[src/rtl/ccip_host_rd_pkg.sv]
// Shared types for the host-memory read engine: a compact CCI-P channel-0
// view (request/response headers, RX/TX bundles), engine state encoding,
// and a helper that assembles a single-line read request header.
package ccip_host_rd_pkg;

    localparam int LINE_IDX_W = 16;
    localparam int CL_ADDR_W  = 42;
    localparam int CL_DATA_W  = 512;

    typedef logic [CL_ADDR_W-1:0]  t_ccip_clAddr;
    typedef logic [CL_DATA_W-1:0]  t_ccip_clData;
    typedef logic [LINE_IDX_W-1:0] t_ccip_mdata;

    typedef enum logic [1:0] {
        eVC_VA  = 2'b00,
        eVC_VL0 = 2'b01,
        eVC_VH0 = 2'b10,
        eVC_VH1 = 2'b11
    } t_ccip_vc;

    typedef enum logic [1:0] {
        eCL_LEN_1 = 2'b00,
        eCL_LEN_2 = 2'b01,
        eCL_LEN_4 = 2'b11
    } t_ccip_clLen;

    typedef enum logic [3:0] {
        eREQ_RDLINE_I = 4'h0,
        eREQ_RDLINE_S = 4'h1
    } t_ccip_c0_req;

    typedef enum logic [3:0] {
        eRSP_RDLINE = 4'h0,
        eRSP_UMSG   = 4'h4
    } t_ccip_c0_rsp;

    typedef struct packed {
        t_ccip_vc     vc_sel;
        logic [1:0]   rsvd1;
        t_ccip_clLen  cl_len;
        t_ccip_c0_req req_type;
        logic [5:0]   rsvd0;
        t_ccip_clAddr address;
        t_ccip_mdata  mdata;
    } t_ccip_c0_ReqMemHdr;

    typedef struct packed {
        t_ccip_vc     vc_used;
        logic         rsvd1;
        logic         hit_miss;
        logic [1:0]   rsvd0;
        logic [1:0]   cl_num;
        t_ccip_c0_rsp resp_type;
        t_ccip_mdata  mdata;
    } t_ccip_c0_RspMemHdr;

    typedef struct packed {
        t_ccip_c0_RspMemHdr hdr;
        t_ccip_clData       data;
        logic               rspValid;
        logic               mmioRdValid;
        logic               mmioWrValid;
    } t_if_ccip_c0_Rx;

    typedef struct packed {
        logic [3:0]  resp_type;
        t_ccip_mdata mdata;
        logic        rspValid;
    } t_if_ccip_c1_Rx;

    typedef struct packed {
        logic           c0TxAlmFull;
        logic           c1TxAlmFull;
        t_if_ccip_c0_Rx c0;
        t_if_ccip_c1_Rx c1;
    } t_if_ccip_Rx;

    typedef struct packed {
        t_ccip_c0_ReqMemHdr hdr;
        logic               valid;
    } t_if_ccip_c0_Tx;

    typedef enum logic [1:0] {
        IDLE  = 2'd0,
        ISSUE = 2'd1,
        DRAIN = 2'd2,
        DONE  = 2'd3
    } t_rd_state;

    // Single-line invalidating read; reserved fields forced to zero.
    function automatic t_ccip_c0_ReqMemHdr rd_req_hdr(input t_ccip_vc     vc,
                                                      input t_ccip_clAddr addr,
                                                      input t_ccip_mdata  mdata);
        t_ccip_c0_ReqMemHdr h;
        h          = '0;
        h.vc_sel   = vc;
        h.cl_len   = eCL_LEN_1;
        h.req_type = eREQ_RDLINE_I;
        h.address  = addr;
        h.mdata    = mdata;
        return h;
    endfunction

endpackage

[src/rtl/ccip_rd_credit_ctr.sv]
// Outstanding-read counter: +1 per issued request, -1 per accepted response,
// saturating at both ends. can_issue is false once the window is full.
module ccip_rd_credit_ctr
    import ccip_host_rd_pkg::*;
#(
    parameter int MAX_OUTSTANDING = 64
) (
    input  logic                                   clk,
    input  logic                                   rst,
    input  logic                                   inc,
    input  logic                                   dec,
    output logic                                   can_issue,
    output logic [$clog2(MAX_OUTSTANDING+1)-1:0]   count
);

    localparam int CNT_W = $clog2(MAX_OUTSTANDING + 1);
    localparam logic [CNT_W-1:0] MAX_CNT = CNT_W'(MAX_OUTSTANDING);

    logic [CNT_W-1:0] count_q;
    logic [CNT_W-1:0] count_d;

    // Next count: coincident inc/dec cancel; otherwise step with saturation.
    always_comb begin
        count_d = count_q;
        if (inc && !dec) begin
            if (count_q != MAX_CNT) count_d = count_q + 1'b1;
        end else if (dec && !inc) begin
            if (count_q != '0) count_d = count_q - 1'b1;
        end
    end

    // Count register.
    always_ff @(posedge clk) begin
        if (rst) count_q <= '0;
        else     count_q <= count_d;
    end

    // Saturation should never actually be reached by legal traffic.
    always_ff @(posedge clk) begin
        if (!rst) begin
            a_no_overflow:  assert (!(inc && !dec && count_q == MAX_CNT));
            a_no_underflow: assert (!(dec && !inc && count_q == '0));
        end
    end

    assign can_issue = (count_q < MAX_CNT);
    assign count     = count_q;

endmodule

[src/rtl/ccip_host_rd_engine.sv]
// AFU-initiated host read engine: issues one-line reads on c0 TX from a
// latched base/length, forwards each c0 RX read response as (data, mdata)
// to the datapath, and pulses done once every response has returned.
module ccip_host_rd_engine
    import ccip_host_rd_pkg::*;
#(
    parameter int       MAX_OUTSTANDING = 64,
    parameter t_ccip_vc REQ_VC          = eVC_VA
) (
    input  logic                  clk,
    input  logic                  rst,
    input  logic                  start,
    input  logic [CL_ADDR_W-1:0]  base_addr,
    input  logic [31:0]           num_lines,
    input  t_if_ccip_Rx           rx,
    output t_if_ccip_c0_Tx        c0_tx,
    output logic                  rd_valid,
    output logic [CL_DATA_W-1:0]  rd_data,
    output logic [LINE_IDX_W-1:0] rd_idx,
    output logic                  busy,
    output logic                  done
);

    localparam int CNT_W = $clog2(MAX_OUTSTANDING + 1);

    t_rd_state             state_q,    state_d;
    t_ccip_clAddr          base_q,     base_d;
    logic [31:0]           num_q,      num_d;
    logic [31:0]           issued_q,   issued_d;
    logic [31:0]           received_q, received_d;
    t_if_ccip_c0_Tx        tx_q,       tx_d;
    logic                  rd_valid_q, rd_valid_d;
    t_ccip_clData          rd_data_q,  rd_data_d;
    t_ccip_mdata           rd_idx_q,   rd_idx_d;

    logic                  can_issue;
    logic [CNT_W-1:0]      outstanding;
    logic                  issue_fire;
    logic                  rsp_fire;

    // Only request issue and read-line responses matter; the rest of RX is ignored.
    logic unused_rx;
    assign unused_rx = ^{rx.c1TxAlmFull, rx.c1, rx.c0.mmioRdValid, rx.c0.mmioWrValid,
                         rx.c0.hdr.vc_used, rx.c0.hdr.rsvd1, rx.c0.hdr.hit_miss,
                         rx.c0.hdr.rsvd0, rx.c0.hdr.cl_num, outstanding};

    // Almost-full is looked at combinationally so the request goes out next cycle.
    assign issue_fire = (state_q == ISSUE) && !rx.c0TxAlmFull && can_issue
                        && (issued_q < num_q);
    assign rsp_fire   = ((state_q == ISSUE) || (state_q == DRAIN)) && rx.c0.rspValid
                        && (rx.c0.hdr.resp_type == eRSP_RDLINE);

    ccip_rd_credit_ctr #(
        .MAX_OUTSTANDING (MAX_OUTSTANDING)
    ) u_credit (
        .clk       (clk),
        .rst       (rst),
        .inc       (issue_fire),
        .dec       (rsp_fire),
        .can_issue (can_issue),
        .count     (outstanding)
    );

    // Next-state, request build and response capture.
    always_comb begin
        state_d    = state_q;
        base_d     = base_q;
        num_d      = num_q;
        issued_d   = issued_q;
        received_d = received_q;
        tx_d       = tx_q;
        tx_d.valid = 1'b0;
        rd_valid_d = 1'b0;
        rd_data_d  = rd_data_q;
        rd_idx_d   = rd_idx_q;

        if (issue_fire) begin
            tx_d.valid = 1'b1;
            tx_d.hdr   = rd_req_hdr(REQ_VC, base_q + CL_ADDR_W'(issued_q),
                                    issued_q[LINE_IDX_W-1:0]);
            issued_d   = issued_q + 32'd1;
        end

        if (rsp_fire) begin
            rd_valid_d = 1'b1;
            rd_data_d  = rx.c0.data;
            rd_idx_d   = rx.c0.hdr.mdata;
            received_d = received_q + 32'd1;
        end

        case (state_q)
            IDLE: begin
                if (start) begin
                    base_d     = base_addr;
                    num_d      = num_lines;
                    issued_d   = 32'd0;
                    received_d = 32'd0;
                    state_d    = (num_lines == 32'd0) ? DONE : ISSUE;
                end
            end
            ISSUE: begin
                if (issued_d == num_q) state_d = DRAIN;
            end
            DRAIN: begin
                if (received_d == num_q) state_d = DONE;
            end
            DONE: begin
                state_d = IDLE;
            end
            default: state_d = IDLE;
        endcase
    end

    // State and output registers.
    always_ff @(posedge clk) begin
        if (rst) begin
            state_q    <= IDLE;
            base_q     <= '0;
            num_q      <= '0;
            issued_q   <= '0;
            received_q <= '0;
            tx_q       <= '0;
            rd_valid_q <= 1'b0;
            rd_data_q  <= '0;
            rd_idx_q   <= '0;
        end else begin
            state_q    <= state_d;
            base_q     <= base_d;
            num_q      <= num_d;
            issued_q   <= issued_d;
            received_q <= received_d;
            tx_q       <= tx_d;
            rd_valid_q <= rd_valid_d;
            rd_data_q  <= rd_data_d;
            rd_idx_q   <= rd_idx_d;
        end
    end

    assign c0_tx    = tx_q;
    assign rd_valid = rd_valid_q;
    assign rd_data  = rd_data_q;
    assign rd_idx   = rd_idx_q;
    assign busy     = (state_q == ISSUE) || (state_q == DRAIN);
    assign done     = (state_q == DONE);

endmodule

[config.mk]
export PLATFORM = sky130hd
export DESIGN_NAME = ccip_host_rd_engine
export DESIGN_NICKNAME = d
export VERILOG_FILES = /design/src/rtl/ccip_host_rd_pkg.sv /design/src/rtl/ccip_rd_credit_ctr.sv /design/src/rtl/ccip_host_rd_engine.sv
export SDC_FILE = /design/constraint.sdc
export NUM_CORES = 2
export LEC_CHECK = 0
export CAP_MARGIN = 20
export CORE_AREA = 2 2 481 483
export CTS_CLUSTER_SIZE = 40
export DETAILED_ROUTE_END_ITERATION = 10
export DIE_AREA = 0 0 483 485
export GPL_ROUTABILITY_DRIVEN = 0
export SETUP_SLACK_MARGIN = 0.02
export SLEW_MARGIN = 20
export SYNTH_ARGS = -nofsm -noshare
export SYNTH_HDL_FRONTEND = slang
export SYNTH_SLANG_ARGS = --single-unit
export TNS_END_PERCENT = 10
[constraint.sdc]
create_clock -name clk -period 4.3 [get_ports clk]
set_clock_uncertainty 0.05 [all_clocks]
set_input_delay 0.86 -clock clk [delete_from_list [all_inputs] [get_ports clk]]
set_output_delay 0.86 -clock clk [all_outputs]
set_load 0.005 [all_outputs]
==> flow_summary.toml <==
[floorplanning]
die_w_um = 483
row_count = 176
start_util_pct = 13.42
dieArea_um2 = 234300
coreArea_um2 = 229000
boundaryPins = 1249
die_y_um = 485

[cells_and_area]
fin_nets = 5904
layout_commonest_cell = "nand2_1"
final_layout_size_suffix_gt1_share_pct = 7.594
area_growth_pct = 63.88
final_cell_mix = "1369 x nand2_1, 1199 x clkdlybuf4s50_1, 734 x dfxtp_1"
finalNonFillerCells = 8313
fin_util_pct = 21.99

[setup_path]
crit_arrival_ns = 4.73
critical_path_class = "reg -> reg"
crit_path_max_fanout = 17
critPathMaxStageDelay_ns = 0.47
crit_required_ns = 4.88
crit_chain = "inv_1 > ha_1 > and3_1 > and3_1 > a221o_1 > o31a_4 > buf_12 > buf_4 > nor4_2 > buf_4 > xnor3_1 > nand4_1 > or4_4 > o31ai_4 > a21oi_1 > a311oi_1"
crit_family = "simple AND/OR/NAND/NOR gates"
cpMaxStageDelayCell = "or4_4"
startpoint_type = "register"
critPathCaptureType = "register"
crit_buf_inv = 4

[timing]
setup_slack_ns = 0.1520
relSlewSlack_pct = 25.31
worst_pin_slew_ns = 1.120
report.final.hold_viol_count = 0
layout_min_cycle_time_ns = 4.148
period_share_pct = 96.46
rsz0062_at_grt = "no"
finalSetupViolations = 0
max_clock_freq_mhz = 241.1
slew_violations = 0

[pwr]
p_int_uw = 13260
p_sw_uw = 5521
p_clk_share_pct = 42.7
powerDensity_nw_per_um2 = 373.0
seqPwrFrac_pct = 38.9
irDropWorstVdd_mv = 0.2914
combPwrFrac_pct = 18.4
switching_share_pct = 29.40
power_leakage_uw = 0.01711

[yosys]
synthXorXnorAreaFrac_pct = 4.031
synth-compound-area-share_pct = 15.99
synth-simple-area-share_pct = 24.33
synth_seq_cells = 735
synth.area.mux_share_pct = 0.2606
synth_fa_ha_area_share_pct = 3.184
yosysWarnings = 0
synth_top_family_by_area = "simple AND/OR/NAND/NOR gates"
synth_flop_cell = "dfxtp_1"
syn_area_um2 = 30730
synth_edf_count = 0
yosysSeqAreaShare_pct = 47.89
syn_area_per_cell_um2 = 7.785
async_reset_ff_share_pct = 0
synth_cells = 3947
ys_types = 85

[clock_tree]
cts_max_level = 3
insertion_delay_ns = 0.74
clkTransAtPathRegs_ns = 0.06
cts_tree = "done"
ctsHoldBuffers = 0
clockBufferDepth = 3
cts_num_sinks = 735
root_buffer = "clkbuf_16"
cts-buffers-inserted = 91

[routing]
postRouteAntennaNets = 0
post_drt_wl_per_cell_um = 25.67
top_layer_used = "met5"
first_iter_violations = 2961
vias_per_cell = 4.134
vias = 34370
dr_wl_met2_mm = 90.42
met1Wirelength_mm = 84.10
wl_met3_mm = 25.88
drt-total-wl_mm = 213.4
drc = 0
drt-pass1-iter-count = 6

[placed_design]
portBuffers = 1200
dp_slack_ns = -0.6067
place_hpwl_mm = 176.8
dp_cells = 8117

[grt]
grt_pass1_wl_mm = 282.5
grt_overflow = 0
grt_start_max_net_pins = 196
grt_antenna_before_repair = 107
grt_use_total_pct = 17.42
grt_pass1_vias = 33000

[hold_path]
hp-class = "reg -> reg"

[outcome]
outcome = "complete, no violations"

[flow_run]
maxCapViolCount = 0
-- cells by family after synthesis --
family / Yosys count
AND/OR/NAND/NOR: 1780
AO/OA/AOI/OAI: 884
flip-flops: 735
buffers and inverters: 330
XOR/XNOR: 132
adder cells (fa/ha/maj): 77
multiplexers: 8
other: 1
-- worst paths after layout --
kind                        startpoint                         to  slack [ns]  cells after the start
max             num_q[11]$_SDFFE_PP0P_    state_q[0]$_SDFFE_PP0P_        0.15                     16
min          rd_data[168]$_SDFFE_PP0P_  rd_data[168]$_SDFFE_PP0P_        0.40                      2
max reg2reg     num_q[11]$_SDFFE_PP0P_    state_q[0]$_SDFFE_PP0P_        0.15                     16
min reg2reg  rd_data[168]$_SDFFE_PP0P_  rd_data[168]$_SDFFE_PP0P_        0.40                      2
-- flip-flops by register name, indices dropped and copies added (netlist names) --
name            count
rd_valid            1
rd_data           512
received_q         32
u_credit.count      7
num_q              32
c0_tx              59
state_q             2
rd_idx             16
base_q             42
issued_q           32
-- worst reg2reg max path: stages, from the launching register on --
cell      delay [ns]
dfxtp_1         0.33
inv_1           0.07
ha_1            0.31
and3_1          0.22
and3_1          0.19
a221o_1         0.38
o31a_4          0.35
buf_12          0.17
buf_4           0.17
nor4_2          0.32
buf_4           0.18
xnor3_1         0.13
nand4_1         0.15
or4_4           0.47
o31ai_4         0.22
a21oi_1         0.10
a311oi_1        0.25
-- through the flow --
step	instance area [um^2]	power, uW	hold WS, ns	setup TNS [ns]
global placement	47180	10800	0.3906	-50.59
detailed placement	47180	10870	0.3957	-51.94
CTS	50210	19040	0.4033	0
global route	50300	19570	0.4169	0
finish	50350	18780	0.4010	0
floorplan	30780	8913	0.3906	0
-- per-layer routing --
metal  global-route usage (%)  vias to the layer above
met4                    8.800                       56
met3                    8.637                      411
met2                    26.20                     1750
met5                        0                        -
met1                    20.35                    16470
li1                         -                    15680
-- cell usage after synthesis (all sizes together), types with 6 or more instances --
| master | number | area share, % |
|---|---|---|
| a211oi | 10 | 0.24 |
| nor3 | 20 | 0.34 |
| nand2b | 12 | 0.27 |
| a311oi | 10 | 0.29 |
| buf | 36 | 0.72 |
| or2 | 10 | 0.20 |
| and2 | 15 | 0.31 |
| xor2 | 53 | 1.5 |
| or4 | 12 | 0.31 |
| ha | 75 | 3.1 |
| a21o | 24 | 0.59 |
| o21ai | 35 | 0.57 |
| nor2b | 9 | 0.18 |
| dfxtp | 735 | 48 |
| and4 | 14 | 0.40 |
| o21bai | 7 | 0.17 |
| inv | 53 | 0.65 |
| a2111o | 6 | 0.22 |
| and3 | 25 | 0.51 |
| o2111ai | 9 | 0.26 |
| nand2 | 1371 | 17 |
| clkbuf | 241 | 2.9 |
| nand4 | 38 | 0.77 |
| or3 | 20 | 0.41 |
| xnor2 | 73 | 2.1 |
| xnor3 | 6 | 0.44 |
| mux2i | 8 | 0.26 |
| a21oi | 719 | 12 |
| nor2 | 124 | 1.5 |
| nand3 | 54 | 0.88 |
| nor4 | 36 | 0.89 |
-- repair_timing --
item | 4_1_cts | 5_1_grt
setup buffers | 0 | 0
gates resized for setup | 0 | 13
endpoints found under the setup margin | 0 | 44
-- layout make-up --
type | count | area (um^2)
Tap cell | 3026 | 3786
Multi-Input combinational cell | 2897 | 14830
Sequential cell | 735 | 14720
Clock inverter | 42 | 496.7
Timing Repair Buffer | 1406 | 13710
Clock buffer | 121 | 2531
Antenna cell | 33 | 82.58
Fill cell | 25320 | 178700
Inverter | 53 | 198.9
-- power groups by stage --
| stage | clock network, uW | logic (uW) | registers (uW) |
|---|---|---|---|
| after floorplan | 0 | 1500 | 7410 |
| after global placement | 0 | 3350 | 7440 |
| after detailed placement | 0 | 3410 | 7450 |
| after CTS | 8300 | 3430 | 7300 |
| after global routing | 8530 | 3710 | 7330 |
| final | 8020 | 3450 | 7310 |
No activity file was read; power rests on OpenSTA's default activity.
